$ cat config.mk
export PLATFORM = sky130hd
export DESIGN_NAME = hevc_luma_subpel_fir
export DESIGN_NICKNAME = d
export VERILOG_FILES = /design/src/rtl/hevc_luma_subpel_fir.sv
export SDC_FILE = /design/constraint.sdc
export NUM_CORES = 1
export LEC_CHECK = 0
export BUFFER_PORTS_ARGS = -buffer_cell sky130_fd_sc_hd__buf_4
export CAP_MARGIN = 20
export CORE_MARGIN = 2
export CORE_UTILIZATION = 64
export CTS_CLUSTER_SIZE = 28
export DETAILED_ROUTE_END_ITERATION = 10
export PLACE_DENSITY = 0.88
export SETUP_SLACK_MARGIN = 0.5
export SLEW_MARGIN = 20
export SYNTH_ARGS = -nofsm -noshare
export SYNTH_HDL_FRONTEND = slang
export SYNTH_SLANG_ARGS = --single-unit
$ cat constraint.sdc
create_clock -name clock -period 7.3 [get_ports clock]
set_input_delay 0.73 -clock clock [delete_from_list [all_inputs] [get_ports clock]]
set_output_delay 0.73 -clock clock [all_outputs]
set_load 0.1 [all_outputs]
$ cat src/rtl/hevc_luma_subpel_fir.sv
// hevc_luma_subpel_fir
// Three-stage pipelined HEVC luma sub-pixel interpolation filter (8-tap) with
// valid/ready flow control, HEVC rounding, output clipping and a clip counter.
//
// Ports
//   clock        rising-edge clock
//   reset_L      synchronous active-low reset
//   in_valid     input window valid
//   in_ready     block can accept a window this cycle (= !stall)
//   frac         0 full-pel, 1 quarter, 2 half, 3 three-quarter
//   inputPixels  taps 0..7, tap k at [k*BIT_DEPTH +: BIT_DEPTH], unsigned
//   out_valid    subPixel valid
//   out_ready    downstream accepts subPixel this cycle
//   subPixel     filtered, rounded, clipped sample
//   sat_count    number of delivered samples that were clipped (wraps)
module hevc_luma_subpel_fir #(
  parameter int unsigned BIT_DEPTH = 8,
  parameter int unsigned SATCNT_W  = 16
) (
  input  logic                     clock,
  input  logic                     reset_L,
  input  logic                     in_valid,
  output logic                     in_ready,
  input  logic [1:0]               frac,
  input  logic [8*BIT_DEPTH-1:0]   inputPixels,
  output logic                     out_valid,
  input  logic                     out_ready,
  output logic [BIT_DEPTH-1:0]     subPixel,
  output logic [SATCNT_W-1:0]      sat_count
);

  // Worst-case sum is +88 * max pixel, which fits in BIT_DEPTH+8 signed bits.
  localparam int unsigned SUM_W = BIT_DEPTH + 8;

  // Coefficient rows, one signed byte per tap, tap 0 in the low byte.
  localparam logic [63:0] Coefs [4] = '{
    64'h0000_0000_4000_0000,  // 0, 0, 0, 64, 0, 0, 0, 0
    64'h0001_FB11_3AF6_04FF,  // -1, 4, -10, 58, 17, -5, 1, 0
    64'hFF04_F528_28F5_04FF,  // -1, 4, -11, 40, 40, -11, 4, -1
    64'hFF04_F63A_11FB_0100   // 0, 1, -5, 17, 58, -10, 4, -1
  };

  localparam logic signed [SUM_W-1:0] RoundOfs = SUM_W'(32);
  localparam logic signed [SUM_W-1:0] MaxPix   = SUM_W'((1 << BIT_DEPTH) - 1);

  logic stall;

  // Stage 1: products
  logic                    s1_valid_q;
  logic signed [SUM_W-1:0] prod_d [8];
  logic signed [SUM_W-1:0] prod_q [8];

  // Stage 2: sum
  logic                    s2_valid_q;
  logic signed [SUM_W-1:0] sum_d;
  logic signed [SUM_W-1:0] sum_q;

  // Stage 3: rounded and clipped output
  logic                    out_valid_q;
  logic [BIT_DEPTH-1:0]    sub_pixel_d;
  logic [BIT_DEPTH-1:0]    sub_pixel_q;
  logic                    clipped_d;
  logic                    clipped_q;
  logic signed [SUM_W-1:0] rnd_sum;
  logic signed [SUM_W-1:0] rnd;

  logic [SATCNT_W-1:0]     sat_count_q;

  // A full output register that is not being taken freezes the whole pipe.
  assign stall    = out_valid_q && !out_ready;
  assign in_ready = !stall;

  always_comb begin
    logic [63:0] row;
    logic signed [SUM_W-1:0] pix_ext;
    logic signed [SUM_W-1:0] coef_ext;
    row = Coefs[frac];
    for (int k = 0; k < 8; k++) begin
      pix_ext   = $signed(SUM_W'(inputPixels[k*BIT_DEPTH +: BIT_DEPTH]));
      coef_ext  = SUM_W'($signed(row[k*8 +: 8]));
      prod_d[k] = pix_ext * coef_ext;
    end
  end

  always_comb begin
    sum_d = '0;
    for (int k = 0; k < 8; k++) begin
      sum_d = sum_d + prod_q[k];
    end
  end

  always_comb begin
    rnd_sum     = sum_q + RoundOfs;
    rnd         = rnd_sum >>> 6;
    sub_pixel_d = rnd[BIT_DEPTH-1:0];
    clipped_d   = 1'b0;
    if (rnd < 0) begin
      sub_pixel_d = '0;
      clipped_d   = 1'b1;
    end else if (rnd > MaxPix) begin
      sub_pixel_d = '1;
      clipped_d   = 1'b1;
    end
  end

  always_ff @(posedge clock) begin
    if (!reset_L) begin
      s1_valid_q  <= 1'b0;
      s2_valid_q  <= 1'b0;
      out_valid_q <= 1'b0;
      for (int k = 0; k < 8; k++) begin
        prod_q[k] <= '0;
      end
      sum_q       <= '0;
      sub_pixel_q <= '0;
      clipped_q   <= 1'b0;
      sat_count_q <= '0;
    end else begin
      if (!stall) begin
        s1_valid_q  <= in_valid;
        prod_q      <= prod_d;
        s2_valid_q  <= s1_valid_q;
        sum_q       <= sum_d;
        out_valid_q <= s2_valid_q;
        sub_pixel_q <= sub_pixel_d;
        clipped_q   <= clipped_d;
      end
      // Counted on the transfer itself, so a stalled sample is counted once.
      if (out_valid_q && out_ready && clipped_q) begin
        sat_count_q <= sat_count_q + SATCNT_W'(1);
      end
    end
  end

  assign out_valid = out_valid_q;
  assign subPixel  = sub_pixel_q;
  assign sat_count = sat_count_q;

endmodule
==> out/metrics.yaml, run 1 <==
final_layout:
  postLayoutCoreUtil_pct: 70.0
  antenna_cells: 0
  area_growth_pct: 8.26
  drive_above_1_share_pct: 7.04
  fin_nets: 3022
  fillers: 2271
logic_synthesis:
  yosysSeqAreaShare_pct: 15.4
  syn_nets: 2971
  synth-async-reset-ratio_pct: 0
  synth_area_leaders: "fa_1 (25%), ha_1 (19%), dfxtp_1 (15%)"
  synth-edff-count: 0
  syn_area_per_cell_um2: 8.66
  netlist_area_um2: 20200
  syn_inst: 2338
  synth_warnings: 0
  synth_seq_cells: 156
  synth_ff_type: "dfxtp_1"
  synth_most_common_cell: "inv_1"
  synth_top_area_share_pct: 25.0
  ys_types: 67
  netlist_top_cells_count: "inv_1 (478), ha_1 (310), fa_1 (253), nand2_1 (241), dfxtp_1 (156)"
  yosys.area.top_type: "fa_1"
floorplan:
  start_util_pct: 64.7
  core-area_um2: 31300
  dieArea_um2: 33100
  die_w_um: 182
  fp-row-count: 65
  io_pins: 96
  fp.dieH_um: 182
drt:
  routedWlPerCell_um: 16.8
  drc: 0
  routed_wl_um: 47000
  antenna_left: 0
  vias_per_cell: 5.70
  dr.pass1.iters: 6
  drt_iter0_markers: 1047
  vias: 16000
grt:
  grt_pass1_wl_um: 79400
  grt_max_degree: 84
  grt_pass1_vias: 16800
  antenna_found_initial: 1
  track_usage_pct: 29.7
  grt_overflow: 0
sta:
  max_freq_mhz: 174
  fin_crit_sh_pct: 78.5
  slew_headroom_pct: 42.4
  fin_skew_ns: 0.0106
  tightest_slew_ns: 0.865
  grt_setup_unrepaired: "false"
  tns_ns: 0
  drv_slew: 0
  setup_viol_count_final: 0
  fin_crit_ns: 5.73
  final-hold-violation-count: 0
clock_tree:
  cts_buffer_depth: 2
  tritoncts: "yes"
  cts_sinks: 156
  cts_buffers: 17
  cts_resized: 0
  ctsHtreeMaxLevel: 4
  clkLatencyLatePin_ns: 0.43
  post_cts.repair.setup_buffers: 0
  cts-hold-fix-buffers: 0
  clk_pin_slew_worst_paths_ns: 0.07
  root_buffer: "clkbuf_16"
critical_path:
  required_ns: 7.58
  cp_max_fo: 35
  worst_r2r_endpoint: "sum_q[14]"
  r2r_start: "prod_q[70]"
  endpoint: "prod_q[126]"
  crit_type: "primary input to flip-flop"
  reg2regPathDepth: 16
  crit_path_start_kind: "primary input"
  end_kind: "flip-flop"
  startpoint: "frac[0]"
  cp_slowest_cell: "ha_1"
  worst_path_largest_cell_delay_ns: 0.52
  worst_path_most_repeated_cell: "inv_1"
  cp.arrival_ns: 6.01
  path_cells: "buf_4, inv_1, ha_1, buf_4, inv_1, nor2_1, nand2_1, inv_1, fa_1, ha_1, inv_1, fa_1, inv_1, ha_1, fa_1, a21o_1, a21oi_1, o21bai_1, a31o_2, a211oi_2, xor2_1, o21ai_0"
  regToRegSetupSlack_ns: 2.75
worst_hold_path:
  hold_path_class: "flip-flop to flip-flop"
flow_run:
  maxCapViolations: 0
pwr:
  leakage_nw: 11.4
  power-per-cell-area_nw_per_um2: 425
  ir_drop_uv: 606
placed_design:
  port_buffers: 95
  dp_hpwl_um: 37800
  gp_congestion: 0.922
run_status:
  status: "finished clean"
how the worst min path moves through the flow:
stage	start	to	slack, ns	depth (start not counted)
2_1_floorplan	prod_q[126]	prod_q[126]	0.43	2
3_3_place_gp	s2_valid_q	s2_valid_q	0.44	2
3_5_place_dp	prod_q[67]	prod_q[67]	0.44	2
4_1_cts	prod_q[67]	prod_q[67]	0.45	2
5_1_grt	prod_q[116]	prod_q[116]	0.48	2
6_report	s1_valid_q	s1_valid_q	0.45	2
power by group:
group	total, mW	switching, mW	internal (mW)
sequential	1.26	0.165	1.10
clock	0.984	0.397	0.587
combinational	7.06	4.03	3.03
total	9.31	4.60	4.71
sequential cells by signal, summed over array words and instances, names as in the netlist:
name	cells
prod_q	117
s1_valid_q	1
subPixel	8
sat_count	16
s2_valid_q	1
clipped_q	1
out_valid	1
sum_q	11
layout by cell type, fill, tap and decap left out, types with 17 or more instances in the layout:
cell / instances
and2_1: 155
clkbuf_16: 17
dfxtp_1: 156
a211oi_1: 30
nor2_1: 99
xor2_1: 43
ha_1: 310
a21oi_1: 152
buf_4: 106
a21o_1: 20
nand3_1: 37
xnor2_1: 62
nand2_1: 241
inv_1: 477
fa_1: 253
o21ai_0: 47
per-layer routing:
| layer | vias up | track usage [%] | share of wire, % |
|---|---|---|---|
| met1 | 7785 | 36.6 | 40 |
| met5 | - | 0 | 0 |
| met2 | 585 | 52.4 | 50 |
| met4 | 0 | 12.0 | 4.0 |
| li1 | 7465 | - | - |
| met3 | 143 | 4.11 | 6.3 |
stage by stage:
stage	instances	cell area, um^2	hold WS (ns)	total power [mW]	worst slack, ns
global route	2804	21900	0.478	10.2	1.25
CTS	2804	21900	0.454	9.21	1.60
finish	2804	21900	0.451	9.31	1.57
floorplan	2338	20200	0.432	6.58	1.08
detailed placement	2772	21300	0.445	8.10	1.18
global placement	2772	21300	0.438	7.70	1.38
area by class of cell:
| class | instances | area (um^2) | area share [%] |
|---|---|---|---|
| clock inverters | 15 | 224 | 1.02 |
| flip-flops and latches | 156 | 3120 | 14.3 |
| well taps | 402 | 503 | 2.30 |
| multi-input cells | 1629 | 15000 | 68.6 |
| repair buffers | 106 | 796 | 3.63 |
| inverters | 479 | 1800 | 8.22 |
| clock buffers | 17 | 425 | 1.94 |
cells by family after synthesis:
kind of cell	count (synthesis)	synth area share [%]
DFF	156	15.4
adders and majority gates	563	44.2
and+or+nand+nor	628	15.1
muxes	3	0.148
buffers and inverters	553	10.3
xor gates and xnor gates	106	4.62
AOI/OAI and AO/OA	329	10.3
critical path, delay by kind of cell:
kind	cells	cell delay, ns
buffers and inverters	7	1.22
AO/OA/AOI/OAI	6	1.06
XOR/XNOR	1	0.15
adder cells (fa/ha/maj)	6	2.41
AND/OR/NAND/NOR	2	0.43
(Power assumes the default switching activity.)
==> run 2, diff against run 1 <==
--- a/config.mk
+++ b/config.mk
@@ -5,13 +5,14 @@
 export SDC_FILE = /design/constraint.sdc
 export NUM_CORES = 1
 export LEC_CHECK = 0
+export ABC_AREA = 1
 export BUFFER_PORTS_ARGS = -buffer_cell sky130_fd_sc_hd__buf_4
 export CAP_MARGIN = 20
 export CORE_MARGIN = 2
-export CORE_UTILIZATION = 64
+export CORE_UTILIZATION = 65
 export CTS_CLUSTER_SIZE = 28
 export DETAILED_ROUTE_END_ITERATION = 10
-export PLACE_DENSITY = 0.88
+export PLACE_DENSITY = 0.89
 export SETUP_SLACK_MARGIN = 0.5
 export SLEW_MARGIN = 20
 export SYNTH_ARGS = -nofsm -noshare
==> constraint.sdc (replaced) <==
create_clock -name clock -period 5.75 [get_ports clock]
set_input_delay 0.575 -clock clock [delete_from_list [all_inputs] [get_ports clock]]
set_output_delay 0.575 -clock clock [all_outputs]
set_load 0.1 [all_outputs]
==> run 2 against run 1 <==
Net effect:
- cell count rose by 22%
- sequential share of layout area fell by 0.89 points
- clock power rose by 16%
- via count rose by 16%
- worst setup slack got worse by 0.78 ns
- synthesized cell count rose by 24%
- wire length rose by 12%
- sequential power rose by 25%
==> out/metrics.yaml, run 2 <==
sta:
  drv_slew: 0
  fin_skew_ns: 0.0139
  final-hold-violation-count: 0
  fin_crit_sh_pct: 86.3
  max_freq_mhz: 201
  setup_viol_count_final: 0
  tns_ns: 0
  fin_hold_ws_ns: 0.411
  fin_crit_ns: 4.96
  grt_setup_unrepaired: "false"
  tightest_slew_ns: 0.902
  slew_headroom_pct: 39.8
grt:
  top_usage_layer: "met2"
  use_met2_pct: 55.8
  grt_use_met1_pct: 37.3
  track_usage_pct: 31.4
  grt_overflow: 0
  grt_max_degree: 96
  grt_use_met3_pct: 4.57
  grt_pass1_vias: 19600
  antenna_found_initial: 0
  grt_pass1_wl_um: 89900
drt:
  drt_iter0_markers: 1447
  antenna_left: 0
  vias_per_cell: 5.43
  dr.pass1.iters: 5
  routed_wl_um: 52800
  vias: 18500
  routedWlPerCell_um: 15.5
  drc: 0
critical_path:
  cp.arrival_ns: 5.31
  worst_path_most_repeated_cell: "inv_1"
  cp_max_fo: 23
  crit_type: "primary input to flip-flop"
  end_kind: "flip-flop"
  cp_slowest_cell: "fa_1"
  cp_top_family: "adder cells"
  cp_num_buf_inv: 9
  path_cells: "buf_4, inv_1, ha_2, buf_4, nand2_1, inv_1, fa_1, inv_1, fa_1, inv_1, fa_1, inv_1, fa_1, inv_1, ha_1, a21oi_1, o21ai_2, a21oi_1, or2_2, nand3_1, o211ai_1, inv_1"
  required_ns: 6.09
  worst_path_largest_cell_delay_ns: 0.54
  crit_path_start_kind: "primary input"
placed_design:
  gp_congestion: 0.979
  dp_cells: 3378
  dp_hpwl_um: 42500
  port_buffers: 95
logic_synthesis:
  netlist_top_cells_count: "inv_1 (848), nand2_1 (519), ha_1 (310), fa_1 (253), dfxtp_1 (156)"
  synth-async-reset-ratio_pct: 0
  synth_seq_cells: 156
  yosysSeqAreaShare_pct: 14.4
  yosys.area.top_type: "fa_1"
  syn_area_per_cell_um2: 7.48
  syn_inst: 2897
  ys_types: 47
  synth_warnings: 0
  synth_top_area_share_pct: 23.4
  synth_area_leaders: "fa_1 (23%), ha_1 (18%), inv_1 (15%)"
  netlist_area_um2: 21700
  synth-edff-count: 0
  synth_most_common_cell: "inv_1"
  synth_ff_type: "dfxtp_1"
  syn_nets: 3530
clock_tree:
  clkLatencyLatePin_ns: 0.44
  post_cts.repair.setup_buffers: 0
  cts_buffers: 17
  clk_pin_slew_worst_paths_ns: 0.07
  ctsHtreeMaxLevel: 4
  cts-hold-fix-buffers: 0
  cts_buffer_depth: 2
  tritoncts: "yes"
  root_buffer: "clkbuf_16"
  cts_sinks: 156
  cts_resized: 0
worst_hold_path:
  hold_path_class: "primary input to flip-flop"
floorplan:
  start_util_pct: 66.2
  fp-row-count: 66
  io_pins: 96
  core-area_um2: 32700
  die_w_um: 187
  dieArea_um2: 34800
  fp.dieH_um: 187
final_layout:
  antenna_cells: 0
  layoutNonFillerInstCount: 3411
  fillers: 2458
  final_cell_mix: "inv_1 (847), nand2_1 (519), ha_1 (309)"
  drive_above_1_share_pct: 6.53
  fin_nets: 3589
  area_growth_pct: 7.90
  mostFrequentLayoutCell: "inv_1"
  regMostFlops: "prod_q"
  largest_reg_flops: 117
pwr:
  ir_drop_uv: 812
  leakage_nw: 14.2
  power-per-cell-area_nw_per_um2: 578
flow_run:
  maxCapViolations: 0
run_status:
  status: "finished clean"
==> run 2: cell type report <==
cell class	instances	area [um^2]	share of cell area, %
clock buffers	20	467	2.00
clock inverters	12	128	0.546
inverters	853	3210	13.7
multi-input cells	1815	15000	64.3
flip-flops and latches	156	3120	13.4
well taps	442	553	2.37
repair buffers	113	861	3.68
==> run 2: where the power goes <==
| group | total [mW] | switching [mW] | internal (mW) |
|---|---|---|---|
| sequential | 1.57 | 0.190 | 1.38 |
| clock | 1.14 | 0.503 | 0.642 |
| combinational | 10.8 | 6.84 | 3.94 |
| total | 13.5 | 7.54 | 5.97 |
==> run 2: tightest hold or removal path, stage by stage <==
cell and delay [ns]:
buf_4 0.08, o21ai_0 0.08, nor2_1 0.08
==> run 2: worst paths after layout <==
path | slack [ns] | cells after the start | start | endpoint
worst max-delay path | 0.79 | 22 | frac[0] | prod_q[42]
worst min-delay path | 0.41 | 3 | in_valid | s1_valid_q
worst max register to register | 1.42 | 19 | prod_q[10] | sum_q[15]
worst min register to register | 0.47 | 2 | s2_valid_q | s2_valid_q
==> run 2: routing by layer <==
layer / vias up / wire length, um
li1: 8850 / -
met1: 8794 / 20700
met2: 722 / 26200
met3: 169 / 3490
met4: 0 / 2420
met5: - / 0
==> run 2: kinds of logic after synthesis <==
group	after synthesis	synth area share, %
flip-flops	156	14.4
adder cells (fa/ha/maj)	563	41.3
buffers and inverters	926	16.2
AO/OA/AOI/OAI	362	9.49
XOR/XNOR	53	2.14
AND/OR/NAND/NOR	837	16.5
==> run 2: per-stage QoR <==
stage / utilization, % / power [mW] / setup WS, ns / area [um^2]
2_1_floorplan: - / 9.46 / 0.520 / 21700
3_3_place_gp: 69.6 / 11.4 / 0.486 / 22700
3_5_place_dp: 69.6 / 11.9 / 0.350 / 22700
4_1_cts: 71.4 / 13.3 / 0.776 / 23300
5_1_grt: 71.5 / 14.9 / 0.532 / 23400
6_report: 71.5 / 13.5 / 0.786 / 23400
